### config.mk
export PLATFORM = sky130hd
export DESIGN_NAME = shifter_normalizer_flat
export DESIGN_NICKNAME = d
export VERILOG_FILES = /design/src/rtl/shifter_normalizer_pkg.sv /design/src/rtl/shifter_normalizer_if.sv /design/src/rtl/shifter_normalizer_step.sv /design/src/rtl/shifter_normalizer.sv /design/src/flat_wrapper.sv
export SDC_FILE = /design/constraint.sdc
export NUM_CORES = 1
export LEC_CHECK = 0
export ABC_CLOCK_PERIOD_IN_PS = 6400
export BUFFER_PORTS_ARGS = -buffer_cell sky130_fd_sc_hd__buf_4
export CAP_MARGIN = 20
export CORE_MARGIN = 5
export CORE_UTILIZATION = 50
export DETAILED_ROUTE_END_ITERATION = 16
export GPL_TIMING_DRIVEN = 1
export MAX_ROUTING_LAYER = met4
export PLACE_DENSITY = 0.68
export SLEW_MARGIN = 0
export SYNTH_ARGS = -nofsm -noshare
export SYNTH_HDL_FRONTEND = slang
export SYNTH_SLANG_ARGS = --single-unit
### constraint.sdc
create_clock -name clk -period 6.4 [get_ports clk]
set_input_delay 0.64 -clock clk [delete_from_list [all_inputs] [get_ports clk]]
set_output_delay 0.64 -clock clk [all_outputs]
set_load 0.05 [all_outputs]
### src/rtl/shifter_normalizer_pkg.sv
// Shared definitions for the shifter normalizer.
//   WIDTH      : data width (16; stage sizes 8/4/2/1 derive from it)
//   SHAMT_W    : shift-amount width, log2(WIDTH)
//   state_t    : control FSM states
//   stage_size : shift size used by binary-search stage k (WIDTH/2 >> k)
package shifter_pkg;

    localparam int WIDTH   = 16;
    localparam int SHAMT_W = 4;

    typedef enum logic [1:0] {
        IDLE,
        STEP,
        DONE
    } state_t;

    function automatic logic [SHAMT_W-1:0] stage_size(input logic [1:0] k);
        return SHAMT_W'(WIDTH / 2) >> k;
    endfunction

endpackage

### src/rtl/shifter_normalizer_if.sv
// Request/response bus of the shifter normalizer.
//   in_valid/in_ready/in_data/in_left       : request handshake
//   out_valid/out_ready/out_data/out_shamt/
//   out_zero                                : result handshake
// master: the requester/consumer side; slave: the normalizer itself.
interface shifter_normalizer_if;
    import shifter_pkg::*;

    logic               in_valid;
    logic               in_ready;
    logic [WIDTH-1:0]   in_data;
    logic               in_left;
    logic               out_valid;
    logic               out_ready;
    logic [WIDTH-1:0]   out_data;
    logic [SHAMT_W-1:0] out_shamt;
    logic               out_zero;

    modport master (
        output in_valid, in_data, in_left, out_ready,
        input  in_ready, out_valid, out_data, out_shamt, out_zero
    );

    modport slave (
        input  in_valid, in_data, in_left, out_ready,
        output in_ready, out_valid, out_data, out_shamt, out_zero
    );

endinterface

### src/rtl/shifter_normalizer_step.sv
// One combinational binary-search stage of the normalizer.
//   work      : current working word
//   size      : stage shift size (8, 4, 2 or 1)
//   left      : 1 = test/shift the top bits left, 0 = bottom bits right
//   next_work : word after this stage (shifted only on a hit)
//   hit       : the tested size-bit field was all zeros
module shifter_norm_step
    import shifter_pkg::*;
(
    input  logic [WIDTH-1:0]   work,
    input  logic [SHAMT_W-1:0] size,
    input  logic               left,
    output logic [WIDTH-1:0]   next_work,
    output logic               hit
);

    logic [WIDTH-1:0] low_mask;

    always_comb begin
        low_mask  = (WIDTH'(1) << size) - WIDTH'(1);
        next_work = work;
        if (left) begin
            // top 'size' bits are zero when nothing survives shifting them down
            hit = (work >> (WIDTH - int'(size))) == '0;
        end else begin
            hit = (work & low_mask) == '0;
        end
        if (hit) begin
            next_work = left ? (work << size) : (work >> size);
        end
    end

endmodule

### src/rtl/shifter_normalizer.sv
// Iterative leading/trailing-zero normalizer, one binary-search stage
// (8, 4, 2, 1) per cycle.
//   clk, rst : clock (rising edge), asynchronous active-high reset
//   bus      : shifter_normalizer_if.slave request/result handshakes
// Optional macro SHIFTER_NORM_EARLY_EXIT_EN: zero or already-normalized
// inputs skip the stage cycles and go straight to DONE.
module shifter_normalizer
    import shifter_pkg::*;
(
    input  logic                 clk,
    input  logic                 rst,
    shifter_normalizer_if.slave  bus
);

    state_t             state, next_state;
    logic [1:0]         cnt;
    logic [WIDTH-1:0]   work;
    logic [WIDTH-1:0]   step_work;
    logic [SHAMT_W-1:0] shamt;
    logic [SHAMT_W-1:0] size;
    logic               left;
    logic               zero;
    logic               hit;
    logic               accept;
    logic               early;

    assign size   = stage_size(cnt);
    assign accept = bus.in_valid && (state == IDLE);

`ifdef SHIFTER_NORM_EARLY_EXIT_EN
    assign early = (bus.in_data == '0) ||
                   (bus.in_left ? bus.in_data[WIDTH-1] : bus.in_data[0]);
`else
    assign early = 1'b0;
`endif

    shifter_norm_step u_step (
        .work      (work),
        .size      (size),
        .left      (left),
        .next_work (step_work),
        .hit       (hit)
    );

    always_ff @(posedge clk or posedge rst) begin
        if (rst) begin
            state <= IDLE;
        end else begin
            state <= next_state;
        end
    end

    always_comb begin
        next_state = state;
        case (state)
            IDLE:    if (accept) next_state = early ? DONE : STEP;
            STEP:    if (cnt == 2'd3) next_state = DONE;
            DONE:    if (bus.out_ready) next_state = IDLE;
            default: next_state = IDLE;
        endcase
    end

    always_ff @(posedge clk or posedge rst) begin
        if (rst) begin
            work  <= '0;
            shamt <= '0;
            left  <= 1'b0;
            zero  <= 1'b0;
            cnt   <= '0;
        end else if (accept) begin
            work  <= bus.in_data;
            left  <= bus.in_left;
            zero  <= (bus.in_data == '0);
            cnt   <= '0;
            // an early-exited zero word must report the same all-ones shift
            // the full four-stage run would accumulate
            shamt <= (early && (bus.in_data == '0)) ? '1 : '0;
        end else if (state == STEP) begin
            work <= step_work;
            if (hit) shamt <= shamt | size;
            cnt <= cnt + 2'd1;
        end
    end

    assign bus.in_ready  = (state == IDLE);
    assign bus.out_valid = (state == DONE);
    assign bus.out_data  = work;
    assign bus.out_shamt = shamt;
    assign bus.out_zero  = zero;

endmodule

### src/flat_wrapper.sv
// flat-port wrapper written by rule: the top's interface ports become plain ports
module shifter_normalizer_flat import shifter_pkg::*;
  (clk, rst, bus_in_valid, bus_in_data, bus_in_left, bus_out_ready, bus_in_ready, bus_out_valid, bus_out_data, bus_out_shamt, bus_out_zero);
  shifter_normalizer_if bus_i ();
  input  logic clk;
  input  logic rst;
  input wire logic [$bits(bus_i.in_valid)-1:0] bus_in_valid;
  input wire logic [$bits(bus_i.in_data)-1:0] bus_in_data;
  input wire logic [$bits(bus_i.in_left)-1:0] bus_in_left;
  input wire logic [$bits(bus_i.out_ready)-1:0] bus_out_ready;
  output wire logic [$bits(bus_i.in_ready)-1:0] bus_in_ready;
  output wire logic [$bits(bus_i.out_valid)-1:0] bus_out_valid;
  output wire logic [$bits(bus_i.out_data)-1:0] bus_out_data;
  output wire logic [$bits(bus_i.out_shamt)-1:0] bus_out_shamt;
  output wire logic [$bits(bus_i.out_zero)-1:0] bus_out_zero;
  assign bus_i.in_valid = bus_in_valid;
  assign bus_i.in_data = bus_in_data;
  assign bus_i.in_left = bus_in_left;
  assign bus_i.out_ready = bus_out_ready;
  assign bus_in_ready = bus_i.in_ready;
  assign bus_out_valid = bus_i.out_valid;
  assign bus_out_data = bus_i.out_data;
  assign bus_out_shamt = bus_i.out_shamt;
  assign bus_out_zero = bus_i.out_zero;
  shifter_normalizer u_core (.clk(clk), .rst(rst), .bus(bus_i));
endmodule
==> impl_results.html <==
<table>
<tr><th>Metric</th><th>Value</th></tr>
<tr><th colspan="2">Yosys</th></tr>
<tr><td>Multiplexer share of the synthesized area</td><td>26.6%</td></tr>
<tr><td>Combinational family with the most area after synthesis</td><td>multiplexers</td></tr>
<tr><td>Post-synthesis sequential area ratio</td><td>20.6%</td></tr>
<tr><td>Simple-Gate Fraction of Synth Area</td><td>17.1%</td></tr>
<tr><td>Mean post-synth cell area</td><td>8.19 sq um</td></tr>
<tr><td>Number of flip-flops and latches in the synthesized netlist</td><td>26</td></tr>
<tr><td>Adder-Cell Fraction of Synth Area</td><td>4.75%</td></tr>
<tr><td>Complex-gate fraction of the synthesized area</td><td>22.9%</td></tr>
<tr><td>Synth Net Count</td><td>419</td></tr>
<tr><td>Fraction of synthesis flops using an asynchronous set or reset pin</td><td>100%</td></tr>
<tr><td>Cell count after synthesis</td><td>386</td></tr>
<tr><td>Post-synthesis share of cell area spent on xor and xnor gates</td><td>0.277%</td></tr>
<tr><td>Number of flops mapped to enable cells by yosys</td><td>0</td></tr>
<tr><td>Number of distinct library cell variants in the gate-level netlist after synthesis</td><td>51</td></tr>
<tr><td>Most instantiated flip-flop cell in the synthesis netlist</td><td>dfrtp_1</td></tr>
<tr><td>Netlist Area Pre-Place</td><td>3160 sq um</td></tr>
<tr><td>Count of yosys warnings during synthesis</td><td>0</td></tr>
<tr><th colspan="2">STA</th></tr>
<tr><td>Final Hold Viols</td><td>0</td></tr>
<tr><td>Setup_tns</td><td>0 ps</td></tr>
<tr><td>Max-slew violation count</td><td>0</td></tr>
<tr><td>Achievable Freq</td><td>250 MHz</td></tr>
<tr><td>Headroom to the max-slew limit</td><td>41.9%</td></tr>
<tr><td>Worst slew pin tran</td><td>870 ps</td></tr>
<tr><td>Setup Skew</td><td>8.54 ps</td></tr>
<tr><td>Period Utilization, post-route</td><td>62.5%</td></tr>
<tr><td>Setup repair after global routing missed its margin</td><td>no</td></tr>
<tr><td>Post-route worst hold slack</td><td>267 ps</td></tr>
<tr><td>Final setup violation count</td><td>0</td></tr>
<tr><td>Fin crit period</td><td>4000 ps</td></tr>
<tr><th colspan="2">Floorplanning</th></tr>
<tr><td>Horizontal die dimension</td><td>89.5 um</td></tr>
<tr><td>Number of top-level design ports</td><td>44</td></tr>
<tr><td>Initial standard-cell utilization of the core</td><td>50.6%</td></tr>
<tr><td>Placeable core region</td><td>6240 sq um</td></tr>
<tr><td>Die area</td><td>8010 sq um</td></tr>
<tr><td>Die boundary height</td><td>89.5 um</td></tr>
<tr><td>Floorplan row count</td><td>29</td></tr>
<tr><th colspan="2">Routing</th></tr>
<tr><td>First-pass DRT Iterations</td><td>5</td></tr>
<tr><td>First DRT Iteration DRCs</td><td>447</td></tr>
<tr><td>Number of vias in the routed layout</td><td>3,208</td></tr>
<tr><td>Via density</td><td>6.67</td></tr>
<tr><td>DRC Markers</td><td>0</td></tr>
<tr><td>Final ANT Viol Nets</td><td>0</td></tr>
<tr><td>Sum of routed wire length over all layers</td><td>10.6 mm</td></tr>
<tr><td>Routed wire length per instance</td><td>21.9 um</td></tr>
<tr><th colspan="2">Global route</th></tr>
<tr><td>Aggregate global-route resource usage</td><td>28.7%</td></tr>
<tr><td>Busiest layer in global routing</td><td>met2</td></tr>
<tr><td>First-pass GRT wire length</td><td>16.9 mm</td></tr>
<tr><td>Antenna violations before repair</td><td>0</td></tr>
<tr><td>GRT overflow</td><td>0</td></tr>
<tr><td>Largest net degree at the start of global routing</td><td>59</td></tr>
<tr><td>Met3 routing resource usage after global routing</td><td>4.79%</td></tr>
<tr><td>Met2 usage in global routing</td><td>41.4%</td></tr>
<tr><td>Met1 Use GR</td><td>40.4%</td></tr>
<tr><td>Via count of the first global-routing pass</td><td>3,035</td></tr>
<tr><th colspan="2">CTS</th></tr>
<tr><td>Number of buffers created by CTS</td><td>3</td></tr>
<tr><td>Number of cells upsized or downsized after cts</td><td>0</td></tr>
<tr><td>Post CTS Setup Buffer Count</td><td>0</td></tr>
<tr><td>TritonCTS clock tree</td><td>yes</td></tr>
<tr><td>Clock Tree Root</td><td>clkbuf_8</td></tr>
<tr><td>Clock slew at the register clock pins of the worst setup and hold paths</td><td>90 ps</td></tr>
<tr><td>TritonCTS sink count</td><td>26</td></tr>
<tr><td>Worst-case clock buffer depth</td><td>2</td></tr>
<tr><td>Skew-Pair Late Insertion Delay</td><td>280 ps</td></tr>
<tr><td>Max H-tree Level</td><td>1</td></tr>
<tr><td># hold bufs at CTS</td><td>0</td></tr>
<tr><th colspan="2">Worst setup path</th></tr>
<tr><td>Kind of start point of the critical path</td><td>register</td></tr>
<tr><td>Crit Path Category</td><td>register to register</td></tr>
<tr><td>Arr. time, crit path</td><td>4170 ps</td></tr>
<tr><td>Sort of element at the end of the critical path</td><td>register</td></tr>
<tr><td>FF-to-FF path depth</td><td>11</td></tr>
<tr><td>Cell with the largest stage delay on the worst path</td><td>inv_1</td></tr>
<tr><td>Cell Chain, Critical Path</td><td>ha_2 -&gt; buf_4 -&gt; inv_1 -&gt; ha_1 -&gt; nand2b_1 -&gt; o2111ai_1 -&gt; nor4_1 -&gt; o211a_1 -&gt; a211o_1 -&gt; o21ai_4 -&gt; mux2_2</td></tr>
<tr><td>Crit path required time</td><td>6570 ps</td></tr>
<tr><td>CP peak stage delay</td><td>540 ps</td></tr>
<tr><td>Critical path fanouts, max</td><td>49</td></tr>
<tr><th colspan="2">Final layout</th></tr>
<tr><td>Area added between synthesis and finish</td><td>12.2%</td></tr>
<tr><td>Most common library cell in the layout ignoring fill and taps</td><td>buf_4</td></tr>
<tr><td>Commonest cells after routing, fill and taps aside</td><td>buf_4, nand2_1, nor2_1</td></tr>
<tr><td>Share of post-route cells with drive strength above 1</td><td>22.0%</td></tr>
<tr><td>Post-layout net count</td><td>438</td></tr>
<tr><td>Utilization of the core after routing</td><td>56.8%</td></tr>
<tr><td>Number of diodes added for antenna fixing</td><td>0</td></tr>
<tr><th colspan="2">Place</th></tr>
<tr><td>Final Wtd Congestion</td><td>1.02</td></tr>
<tr><td>Half-perimeter wire length after placement</td><td>7.41 mm</td></tr>
<tr><td>Buffers on Ports</td><td>43</td></tr>
<tr><th colspan="2">Min path</th></tr>
<tr><td>Type of the tightest min-delay check</td><td>input port to async pin</td></tr>
<tr><th colspan="2">Status</th></tr>
<tr><td>Run status</td><td>complete, no violations</td></tr>
<tr><th colspan="2">Flow run</th></tr>
<tr><td># Max-Cap Violations</td><td>0</td></tr>
</table>
-- critical path: cells and delay by family, from the launching register on --
kind,cells,cell delay [ps]
DFF,1,480
AOI/OAI and AO/OA,4,1120
and+or+nand+nor,2,220
buffers and inverters,2,990
adders and majority gates,2,640
muxes,1,410
-- sequential cells by signal, indices dropped and copies added (netlist names) --
name and flops:
u_core.cnt 2, u_core.bus.out_data 16, u_core.state 2, u_core.left 1
u_core.bus.out_zero 1, u_core.bus.out_shamt 4
-- cells by family (layout without fill, tap and decap cells) --
family | after synthesis | in the layout
flip-flops | 26 | 26
XOR/XNOR | 1 | 1
multiplexers | 67 | 67
AND/OR/NAND/NOR | 118 | 118
adder cells (fa/ha/maj) | 12 | 12
buffers and inverters | 53 | 71
AO/OA/AOI/OAI | 109 | 109
-- layer usage --
| metal | wire (um) | vias to the layer above | share of wire, % |
|---|---|---|---|
| met3 | 848 | 30 | 8.0 |
| met2 | 4770 | 185 | 45 |
| met5 | 0 | - | 0 |
| met4 | 369 | 0 | 3.5 |
| li1 | - | 1449 | - |
| met1 | 4570 | 1544 | 43 |
-- cell usage after synthesis, types with 7 or more instances --
| cell type | instances | area [sq um] |
|---|---|---|
| mux4_2 | 11 | 248 |
| nand2b_1 | 10 | 62.6 |
| nor2_1 | 37 | 139 |
| o22ai_1 | 8 | 50.1 |
| a21oi_1 | 26 | 130 |
| clkbuf_1 | 17 | 63.8 |
| nand2_1 | 39 | 146 |
| nor4_1 | 8 | 50.1 |
| mux2i_1 | 36 | 360 |
| buf_2 | 13 | 65.1 |
| nor3_1 | 7 | 35.0 |
| o211ai_1 | 7 | 52.6 |
| inv_1 | 17 | 63.8 |
| mux2_2 | 18 | 203 |
| ha_1 | 12 | 150 |
| o21ai_0 | 22 | 110 |
| dfrtp_1 | 26 | 651 |
-- layout make-up --
class                           count  area, sq um
Fill cell                         599         2700
Multi-Input combinational cell    307         2270
Sequential cell                    26          651
Timing Repair Buffer               49          388
Tap cell                           77         96.3
Inverter                           18         67.6
Clock buffer                        3         41.3
Clock inverter                      1         30.0
-- per-stage QoR --
step | cell area, sq um | std cells | setup slack (ps)
after floorplan | 3160 | 386 | 3060
after global placement | 3450 | 476 | 2570
after detailed placement | 3450 | 476 | 2460
after CTS | 3520 | 480 | 2450
after global routing | 3550 | 481 | 2160
final | 3550 | 481 | 2400
-- path summary, 6_finish.rpt --
kind / start / endpoint / slack [ps]
setup / recovery: u_core.cnt[0]$_DFFE_PP0N_ / u_core.bus.out_data[4]$_DFFE_PP0P_ / 2400
hold / removal: rst / u_core.left$_DFFE_PP0P_ / 270
setup reg to reg: u_core.cnt[0]$_DFFE_PP0N_ / u_core.bus.out_data[4]$_DFFE_PP0P_ / 2400
hold reg to reg: u_core.bus.out_zero$_DFFE_PP0P_ / u_core.bus.out_zero$_DFFE_PP0P_ / 500
max in group asynchronous: rst / u_core.cnt[0]$_DFFE_PP0N_ / 5750
min in group clk: u_core.bus.out_zero$_DFFE_PP0P_ / u_core.bus.out_zero$_DFFE_PP0P_ / 500
Power is left out: the tool's default activity adds up to more than one toggle a clock period on the data nets, which glitch-free logic cannot reach.
